<file path="src/rtl/divider_arb_pkg.sv">
// Shared types and constants for the divider arbiter slice.
package divider_arb_pkg;

    typedef enum logic [1:0] {
        IDLE    = 2'd0,
        LOAD    = 2'd1,
        RUN     = 2'd2,
        RELEASE = 2'd3
    } state_t;

    localparam int DEF_NREQ       = 4;
    localparam int DEF_W          = 16;
    localparam int DEF_LEASE      = 8;
    localparam int DEF_IDLE_TOTAL = 2;

    // Config sanitising: a period of zero is promoted to the shortest legal
    // period, and the high time is clamped to the period.
    localparam int MIN_TOTAL = 1;
    // High time driven while nobody owns the divider keeps its output low.
    localparam int IDLE_HIGH = 0;

endpackage

</file>
<file path="src/rtl/divider_arbiter_rr_arbiter.sv">
// Combinational round-robin picker: the first active requester after the last winner.
module rr_arbiter #(
    parameter int NREQ = 4,
    parameter int IW   = 2
) (
    input  logic [NREQ-1:0] req,
    input  logic [IW-1:0]   last,
    output logic [NREQ-1:0] pick,
    output logic [IW-1:0]   pick_idx
);

    logic [IW-1:0] idx;
    logic          found;

    // Walk the requesters starting one past the last winner, wrapping around
    always_comb begin
        pick     = '0;
        pick_idx = '0;
        found    = 1'b0;
        idx      = '0;
        for (int k = 1; k <= NREQ; k++) begin
            idx = IW'((int'(last) + k) % NREQ);
            if (!found && req[idx]) begin
                found     = 1'b1;
                pick[idx] = 1'b1;
                pick_idx  = idx;
            end
        end
    end

endmodule

</file>
<file path="src/rtl/divider_arbiter.sv">
// Leases a shared clock divider to one of NREQ requesters for LEASE output periods.
module divider_arbiter
    import divider_arb_pkg::*;
#(
    parameter int NREQ       = DEF_NREQ,
    parameter int W          = DEF_W,
    parameter int LEASE      = DEF_LEASE,
    parameter int IDLE_TOTAL = DEF_IDLE_TOTAL
) (
    input  logic              clk_in,
    input  logic              rst_n,
    input  logic [NREQ-1:0]   req,
    input  logic [NREQ*W-1:0] req_total,
    input  logic [NREQ*W-1:0] req_high,
    output logic [NREQ-1:0]   grant,
    output logic              busy,
    output logic [W-1:0]      total_cycles,
    output logic [W-1:0]      high_cycles,
    output logic              period_done
);

    localparam int IW = (NREQ > 1) ? $clog2(NREQ) : 1;
    localparam int LW = $clog2(LEASE + 1);

    state_t        state, state_n;
    logic [IW-1:0] owner, owner_n;
    logic [IW-1:0] ptr, ptr_n;
    logic [W-1:0]  cnt, cnt_n;
    logic [LW-1:0] lease_cnt, lease_n;
    logic          dropped, dropped_n;

    logic [NREQ-1:0] grant_n;
    logic            busy_n;
    logic [W-1:0]    total_n;
    logic [W-1:0]    high_n;
    logic            pd_n;

    logic [NREQ-1:0] pick;
    logic [IW-1:0]   pick_idx;
    logic            any_req;
    logic [W-1:0]    cand_total;
    logic [W-1:0]    cand_high;
    logic [W-1:0]    san_total;
    logic [W-1:0]    san_high;
    logic            period_end;
    logic            drop_now;

    rr_arbiter #(
        .NREQ (NREQ),
        .IW   (IW)
    ) u_rr (
        .req      (req),
        .last     (ptr),
        .pick     (pick),
        .pick_idx (pick_idx)
    );

    assign any_req    = |req;
    assign cand_total = req_total[pick_idx*W +: W];
    assign cand_high  = req_high[pick_idx*W +: W];
    assign san_total  = (cand_total < W'(MIN_TOTAL)) ? W'(MIN_TOTAL) : cand_total;
    assign san_high   = (cand_high > san_total) ? san_total : cand_high;
    assign period_end = (cnt == total_cycles - W'(1));
    assign drop_now   = dropped | ~req[owner];

    // Next-state, counter and output decode; every output is registered from these values
    always_comb begin
        state_n   = state;
        owner_n   = owner;
        ptr_n     = ptr;
        cnt_n     = cnt;
        lease_n   = lease_cnt;
        dropped_n = dropped;
        grant_n   = grant;
        busy_n    = busy;
        total_n   = total_cycles;
        high_n    = high_cycles;
        pd_n      = 1'b0;
        case (state)
            IDLE, RELEASE: begin
                if (any_req) begin
                    state_n = LOAD;
                    grant_n = pick;
                    owner_n = pick_idx;
                    busy_n  = 1'b1;
                    total_n = san_total;
                    high_n  = san_high;
                end else if (state == RELEASE) begin
                    state_n = IDLE;
                    busy_n  = 1'b0;
                end
            end
            LOAD: begin
                state_n   = RUN;
                cnt_n     = '0;
                lease_n   = '0;
                dropped_n = 1'b0;
                pd_n      = (total_cycles == W'(1));
            end
            RUN: begin
                dropped_n = drop_now;
                if (period_end) begin
                    lease_n = lease_cnt + LW'(1);
                    cnt_n   = '0;
                    if ((lease_n == LW'(LEASE)) || drop_now) begin
                        state_n = RELEASE;
                        grant_n = '0;
                        total_n = W'(IDLE_TOTAL);
                        high_n  = W'(IDLE_HIGH);
                        ptr_n   = owner;
                    end else begin
                        pd_n = (total_cycles == W'(1));
                    end
                end else begin
                    cnt_n = cnt + W'(1);
                    pd_n  = (cnt_n == total_cycles - W'(1));
                end
            end
            default: begin
                state_n = IDLE;
            end
        endcase
    end

    // State, counters and registered outputs; reset abandons any lease on the spot
    always_ff @(posedge clk_in) begin
        if (!rst_n) begin
            state        <= IDLE;
            owner        <= '0;
            ptr          <= IW'(NREQ - 1);
            cnt          <= '0;
            lease_cnt    <= '0;
            dropped      <= 1'b0;
            grant        <= '0;
            busy         <= 1'b0;
            total_cycles <= W'(IDLE_TOTAL);
            high_cycles  <= W'(IDLE_HIGH);
            period_done  <= 1'b0;
        end else begin
            state        <= state_n;
            owner        <= owner_n;
            ptr          <= ptr_n;
            cnt          <= cnt_n;
            lease_cnt    <= lease_n;
            dropped      <= dropped_n;
            grant        <= grant_n;
            busy         <= busy_n;
            total_cycles <= total_n;
            high_cycles  <= high_n;
            period_done  <= pd_n;
        end
    end

endmodule

</file>
<file path="config.mk">
export PLATFORM = sky130hd
export DESIGN_NAME = divider_arbiter
export DESIGN_NICKNAME = d
export VERILOG_FILES = /design/src/rtl/divider_arb_pkg.sv /design/src/rtl/divider_arbiter_rr_arbiter.sv /design/src/rtl/divider_arbiter.sv
export SDC_FILE = /design/constraint.sdc
export NUM_CORES = 1
export LEC_CHECK = 0
export BUFFER_PORTS_ARGS = -buffer_cell sky130_fd_sc_hd__buf_2
export CORE_UTILIZATION = 47
export CTS_BUF_LIST = sky130_fd_sc_hd__clkbuf_4 sky130_fd_sc_hd__clkbuf_8 sky130_fd_sc_hd__clkbuf_16
export DETAILED_ROUTE_END_ITERATION = 8
export PLACE_DENSITY = 0.87
export SYNTH_ARGS = -nofsm -noshare
export SYNTH_HDL_FRONTEND = slang
export SYNTH_SLANG_ARGS = --single-unit
export TNS_END_PERCENT = 20
</file>
<file path="constraint.sdc">
create_clock -name clk_in -period 5.28 [get_ports clk_in]
set_input_delay 1.056 -clock clk_in [delete_from_list [all_inputs] [get_ports clk_in]]
set_output_delay 1.056 -clock clk_in [all_outputs]
set_load 0.1 [all_outputs]
</file>
# Word level (Yosys, flattened, before mapping)
# Cells that the tools add are included.
[op_classes] n_shift=2 n_eq_ne=11 add_sub_neg=7 n_reduce_logical=23 magnitude_cmp=11 muxes=58 n_bitwise=5
[ops] operator="$mux W16" count=9
[ops] operator="$shiftx A64 B7 Y16" count=2
[ops] operator="$pmux W16 S2" count=3
[ops] operator="$eq A16 B16 Y1" count=2
[ops] operator="$mux W4" count=8
[ops] operator="$add A16 B1 Y16 const B" count=1
[ops] operator="$eq A16 B1 Y1 const B" count=1
[ops] operator="$gt A16 B16 Y1" count=1
[ops] operator="$lt A16 B1 Y1 const B" count=1
[ops] operator="$mux W1" count=16
[ops] operator="$mux W2" count=8
[ops] operator="$pmux W4 S2" count=2
[ops] operator="$sub A16 B1 Y16 const B" count=1
[ops] operator="$lt A2 B3 Y1 const B" count=5
[ops] operator="$or A4 B4 Y4" count=3
[ops] operator="$bmux W1 S2" count=5
[ops] operator="$demux W1 S2" count=4
[ops] operator="$ge A2 B1 Y1 const B" count=4
[ops] operator="$logic_and A1 B1 Y1" count=7
[ops] operator="$ne A2 B2 Y1 const B" count=3
[ops] operator="$pmux W2 S3" count=1
[ops] operator="$reduce_and A2 Y1" count=3
[ops] operator="$reduce_and A3 Y1" count=2
[ops] operator="$reduce_bool A2 Y1" count=3
[ops] operator="16 further kinds" count=22
[totals] output_inout_bits=38 input_bits=134 reg_bits=65

# Depth between registers and ports, before layout
[depth] ltp_word=20 mapped_depth=25 depth_no_buf=18

# Hierarchy
# A second synthesis with hierarchy kept.
[unflattened] hier_cells=671 area_unflattened_um2=5908.2
[modules_own_cells] mod="divider_arbiter" instances=1 area_each_um2=5417.7 cells_each=612
[modules_own_cells] mod="rr_arbiter" instances=1 area_each_um2=490.5 cells_each=59

# Worst setup path after synthesis
# OpenSTA, ideal clock, no wires.
[synth_timing] path_kind="input to register" from="in req[2]" to="reg high_cycles[12]" setup_ps=128 t_arrival_ps=5376 path_buffers=7 setup_slack_ps=-224 cell_stages=22 path_cell_list="clkbuf_1 > mux2_2 > o22ai_1 > nor4_4 > buf_2 > buf_2 > buf_2 > buf_2 > a211oi_1 > a21oi_1 > ha_1 > a21o_1 > a21o_1 > a21oi_1 > nor2_1 > a2111oi_0 > o221ai_1 > o211ai_1 > buf_4 > buf_6 > mux2i_1 > o21ai_0"
[synth_via] elab_chain_cells=19 word_cells_on_any_way=38
[synth_lines] item="from (decl)" line_no="divider_arbiter.sv:12" rtl="input logic [NREQ-1:0] req,"
[synth_lines] item="$bmux W1 S2" line_no="divider_arbiter_rr_arbiter.sv:23" rtl="if (!found && req[idx]) begin"
[synth_lines] item="$mux W1 (not written as such)" line_no="divider_arbiter_rr_arbiter.sv:23"
[synth_lines] item="$mux W1" line_no="divider_arbiter_rr_arbiter.sv:23"
[synth_lines] item="$logic_not A1 Y1" line_no="divider_arbiter_rr_arbiter.sv:23"
[synth_lines] item="$logic_and A1 B1 Y1" line_no="divider_arbiter_rr_arbiter.sv:23"
[synth_lines] item="$mux W1" line_no="divider_arbiter_rr_arbiter.sv:23"
[synth_lines] item="$logic_not A1 Y1" line_no="divider_arbiter_rr_arbiter.sv:23"
[synth_lines] item="$logic_and A1 B1 Y1" line_no="divider_arbiter_rr_arbiter.sv:23"
[synth_lines] item="[3 not listed]"
[synth_lines] item="$mux W2" line_no="divider_arbiter_rr_arbiter.sv:23"
[synth_lines] item="$shiftx A64 B7 Y16" line_no="divider_arbiter.sv:59" rtl="assign cand_total = req_total[pick_idx*W +: W];"
[synth_lines] item="$lt A16 B1 Y1" line_no="divider_arbiter.sv:61" rtl="assign san_total = (cand_total < W'(MIN_TOTAL)) ? W'(MIN_TOTAL) : cand_total;"
[synth_lines] item="$mux W16" line_no="divider_arbiter.sv:61"
[synth_lines] item="$gt A16 B16 Y1" line_no="divider_arbiter.sv:62" rtl="assign san_high = (cand_high > san_total) ? san_total : cand_high;"
[synth_lines] item="$mux W16" line_no="divider_arbiter.sv:62"
[synth_lines] item="$mux W16" line_no="divider_arbiter.sv:81" rtl="if (any_req) begin"
[synth_lines] item="$pmux W16 S2" line_no="divider_arbiter.sv:79" rtl="case (state)"
[synth_lines] item="to (signal assigned)" line_no="divider_arbiter.sv:137" rtl="high_cycles <= W'(IDLE_HIGH);"
[synth_lines] item="to (signal assigned)" line_no="divider_arbiter.sv:149" rtl="high_cycles <= high_n;"
[synth_lines] item="to (decl)" line_no="divider_arbiter.sv:18" rtl="output logic [W-1:0] high_cycles,"
# Parallel ways exist; a longest one is shown, timed or not. The select of a mux whose other input is x is not followed.
# A chain may end at the register's enable or synchronous reset.

# Worst setup path after layout
[layout_timing] from="in req[1]" to="reg high_cycles[11]"
# Same word-level chain as after synthesis.

==> run metrics <==
worst r2r dst=high_cycles[11]$_SDFFE_PN0P_; reg2reg start=ptr[0]$_SDFFE_PN1P_; met1 WL=7896 µm; startpoint types=primary input; io pins=172; final non-filler cell total=1,044; worst min-delay path class=register to register; Buffers on Ports=171; CTS tree=done; initial antenna violation count=0; syn avg cell area=8.086 µm²; Inserted Clock Buffers=9; top post-synthesis cells by area=dfxtp_1, mux2i_1, ha_1; RSZ-0062 raised after global routing=no; metal3 WL=1247 µm; Worst-path clk slew=0.06 ns; CTS H-Tree Depth=3; total gr overflow=0; critical path data arrival time=5.24 ns; DRT antenna net count=0; Clock Root Buffer=clkbuf_16; Async S/R FF share, synth=0%; leading area contributor after synthesis=dfxtp_1; met2 WL=8530 µm; final hold vios=0; core box area=12,010 µm²; Hold EP=high_cycles[10]$_SDFFE_PN0P_; first-pass GRT wire length=29,240 µm; Site Rows=40; vias in the first global route=5,885; register area=1301 µm²; final period demand of the worst path=5.035 ns; Cell Area, Synth=5806 µm²; fin. max-slew vios=0; Leakage=0.003400 µW; Placed Cells=1,026; Worst Reg-to-Reg Cells=20; Starting Density=48.33%; Hold-fix buffers, CTS=0; chip width=113.1 µm; share of cells above drive strength 1=29.32%; # nets final=1,056; total chip power=3685 µW; Clock Sinks=65; Avg Vias per Cell=5.877; Mapped Cells=718; Worst Path Required=5.48 ns; DR iter-0 viols=558; Hold Startpoint=high_cycles[10]$_SDFFE_PN0P_; Crit Path Class=primary input to register; Setup Viol. Count Final=0; Post-route DRC=0; Cell variety after synth=65; Yosys warnings=0; VDD IR max=0.3375 mV; top post-synthesis cells by count=dfxtp_1, mux2i_1, nor2_1; Max Cap Violations=0; DIE AREA=12,800 µm²; final core occ=60.59%; area of the multi-input gates=4163 µm²; DR vias=6,136; gpl congestion=0.9981; Max transition margin=39.83%; pin count of the biggest net entering global routing=38; total track usage=28.56%; final wirelength=17,970 µm; critical path peak fanout=15; DP HPWL=13,960 µm; Slew @ Worst Pin=0.8932 ns; reg2reg setup slack=0.28 ns; Worst Hold Depth=2; Post-synth EDFFs=0; power density over the cells=506.4 nW/µm²; Top Layer Used=met4; CTS max path bufs=2; Area Growth Syn to Fin=25.37%; count leader, synth=dfxtp_1; Die H=113.1 µm; drt wl/cell=17.21 µm; Setup Skew=0.01089 ns; outcome=finished, final reports clean; ant diodes=0; fillers=1,072; worst-skew pair later-pin latency=0.35 ns; maximum operating frequency=198.6 MHz; flops & latches, synth=65; Yosys top cell area share=22.41%; syn_nets=882; dominant synthesized flop cell=dfxtp_1; Seq/Total Area, Yosys=22.41%; First-pass DRT Iterations=5; CP endpoint kind=register; post-route clock period utilization=95.36%
[per-layer routing]
metal / vias up / track usage (%)
li1: 2975 / -
met1: 2893 / 37.36
met2: 237 / 47.53
met3: 31 / 6.052
met4: 0 / 7.719
met5: - / 0
[flip-flops by register name, summed over array words and instances, names as in the netlist]
name / flops
busy: 1
cnt: 16
dropped: 1
grant: 4
high_cycles: 16
lease_cnt: 4
owner: 2
period_done: 1
ptr: 2
state: 2
total_cycles: 16
[kinds of logic (layout without fill, tap and decap cells)]
group           Yosys count  in the layout  synth area share [%]
compound gates          181            181                 21.42
xor+xnor                 51             51                 7.694
fa+ha+maj                30             30                 6.466
buf+inv                  83            262                 6.228
flops                    65             65                 22.41
mux                      73             73                 14.87
simple gates            235            235                 20.91
[worst max-delay path by stage]
| stage | end | slack [ns] | start |
|---|---|---|---|
| 3_3_place_gp | high_cycles[10]$_SDFFE_PN0P_ | 0.06 | req[1] |
| 6_report | high_cycles[11]$_SDFFE_PN0P_ | 0.24 | req[1] |
| 3_5_place_dp | high_cycles[11]$_SDFFE_PN0P_ | -0.15 | req[1] |
| 4_1_cts | high_cycles[11]$_SDFFE_PN0P_ | 0.14 | ptr[0]$_SDFFE_PN1P_ |
| 2_1_floorplan | high_cycles[12]$_SDFFE_PN0P_ | 0.006 | ptr[0]$_SDFFE_PN1P_ |
| 5_1_grt | high_cycles[11]$_SDFFE_PN0P_ | 0.002 | ptr[0]$_SDFFE_PN1P_ |
[cells in the final DEF (no fill, tap or decap), types with 7 or more instances in the layout]
cell,Yosys,final
inv_1,31,31
xor2_1,18,18
mux2i_1,57,57
a21oi_1,44,44
nor2_1,57,57
mux4_2,10,10
nand3_1,13,13
or3_1,7,7
xnor2_1,33,33
ha_1,30,30
a211oi_1,18,17
buf_4,3,39
a22oi_1,23,23
buf_2,19,171
nor3_1,20,20
nor2b_1,23,23
clkbuf_16,0,9
nor4_1,10,10
nand2_1,54,54
nand3b_1,7,7
and3_1,10,10
a21o_1,11,11
nand4_1,7,7
o21ai_0,34,34
dfxtp_1,65,65
[repair_timing]
| item | in CTS | in global routing |
|---|---|---|
| gates resized for setup | 0 | 0 |
| endpoints found under the setup margin | 0 | 16 |
| buffers inserted | 0 | 2 |
[through the flow]
step	hold WS (ns)	setup slack [ns]	setup TNS [ns]	instance area (µm²)
after floorplan	0.4620	0.006339	0	5833
after global placement	0.4331	0.05947	0	6957
after detailed placement	0.4437	-0.1454	-1.189	6957
after CTS	0.4577	0.1446	0	7238
after global routing	0.4856	0.002192	0	7278
final	0.4596	0.2449	0	7278
[power breakdown]
part / total, µW / switching, µW / internal, µW
sequential: 795 / 174 / 621
clock: 573 / 242 / 331
combinational: 2320 / 1680 / 640
total: 3690 / 2090 / 1590
[critical path: stages]
cell and delay, ns:
buf_2 0.18, or3b_1 0.38, a2111oi_2 0.46, nor3_1 0.19, a21oi_4 0.22, buf_12 0.15, buf_4 0.19, a211oi_1 0.06
a21oi_1 0.29, ha_1 0.32, nand2_1 0.12, or3_1 0.17, nor3_1 0.08, a2111oi_2 0.33, o221ai_1 0.18, o211ai_1 0.23
buf_4 0.26, mux2i_1 0.23, o21ai_0 0.10
[area by class of cell]
type                            instances  share of cell area (%)
Multi-Input combinational cell        570                   57.19
Sequential cell                        65                   17.88
Timing Repair Buffer                  214                   16.88
Clock buffer                           10                   3.283
Tap cell                              147                   2.527
Inverter                               32                   1.650
Clock inverter                          6                  0.5845
No activity file was read; power rests on OpenSTA's default activity.
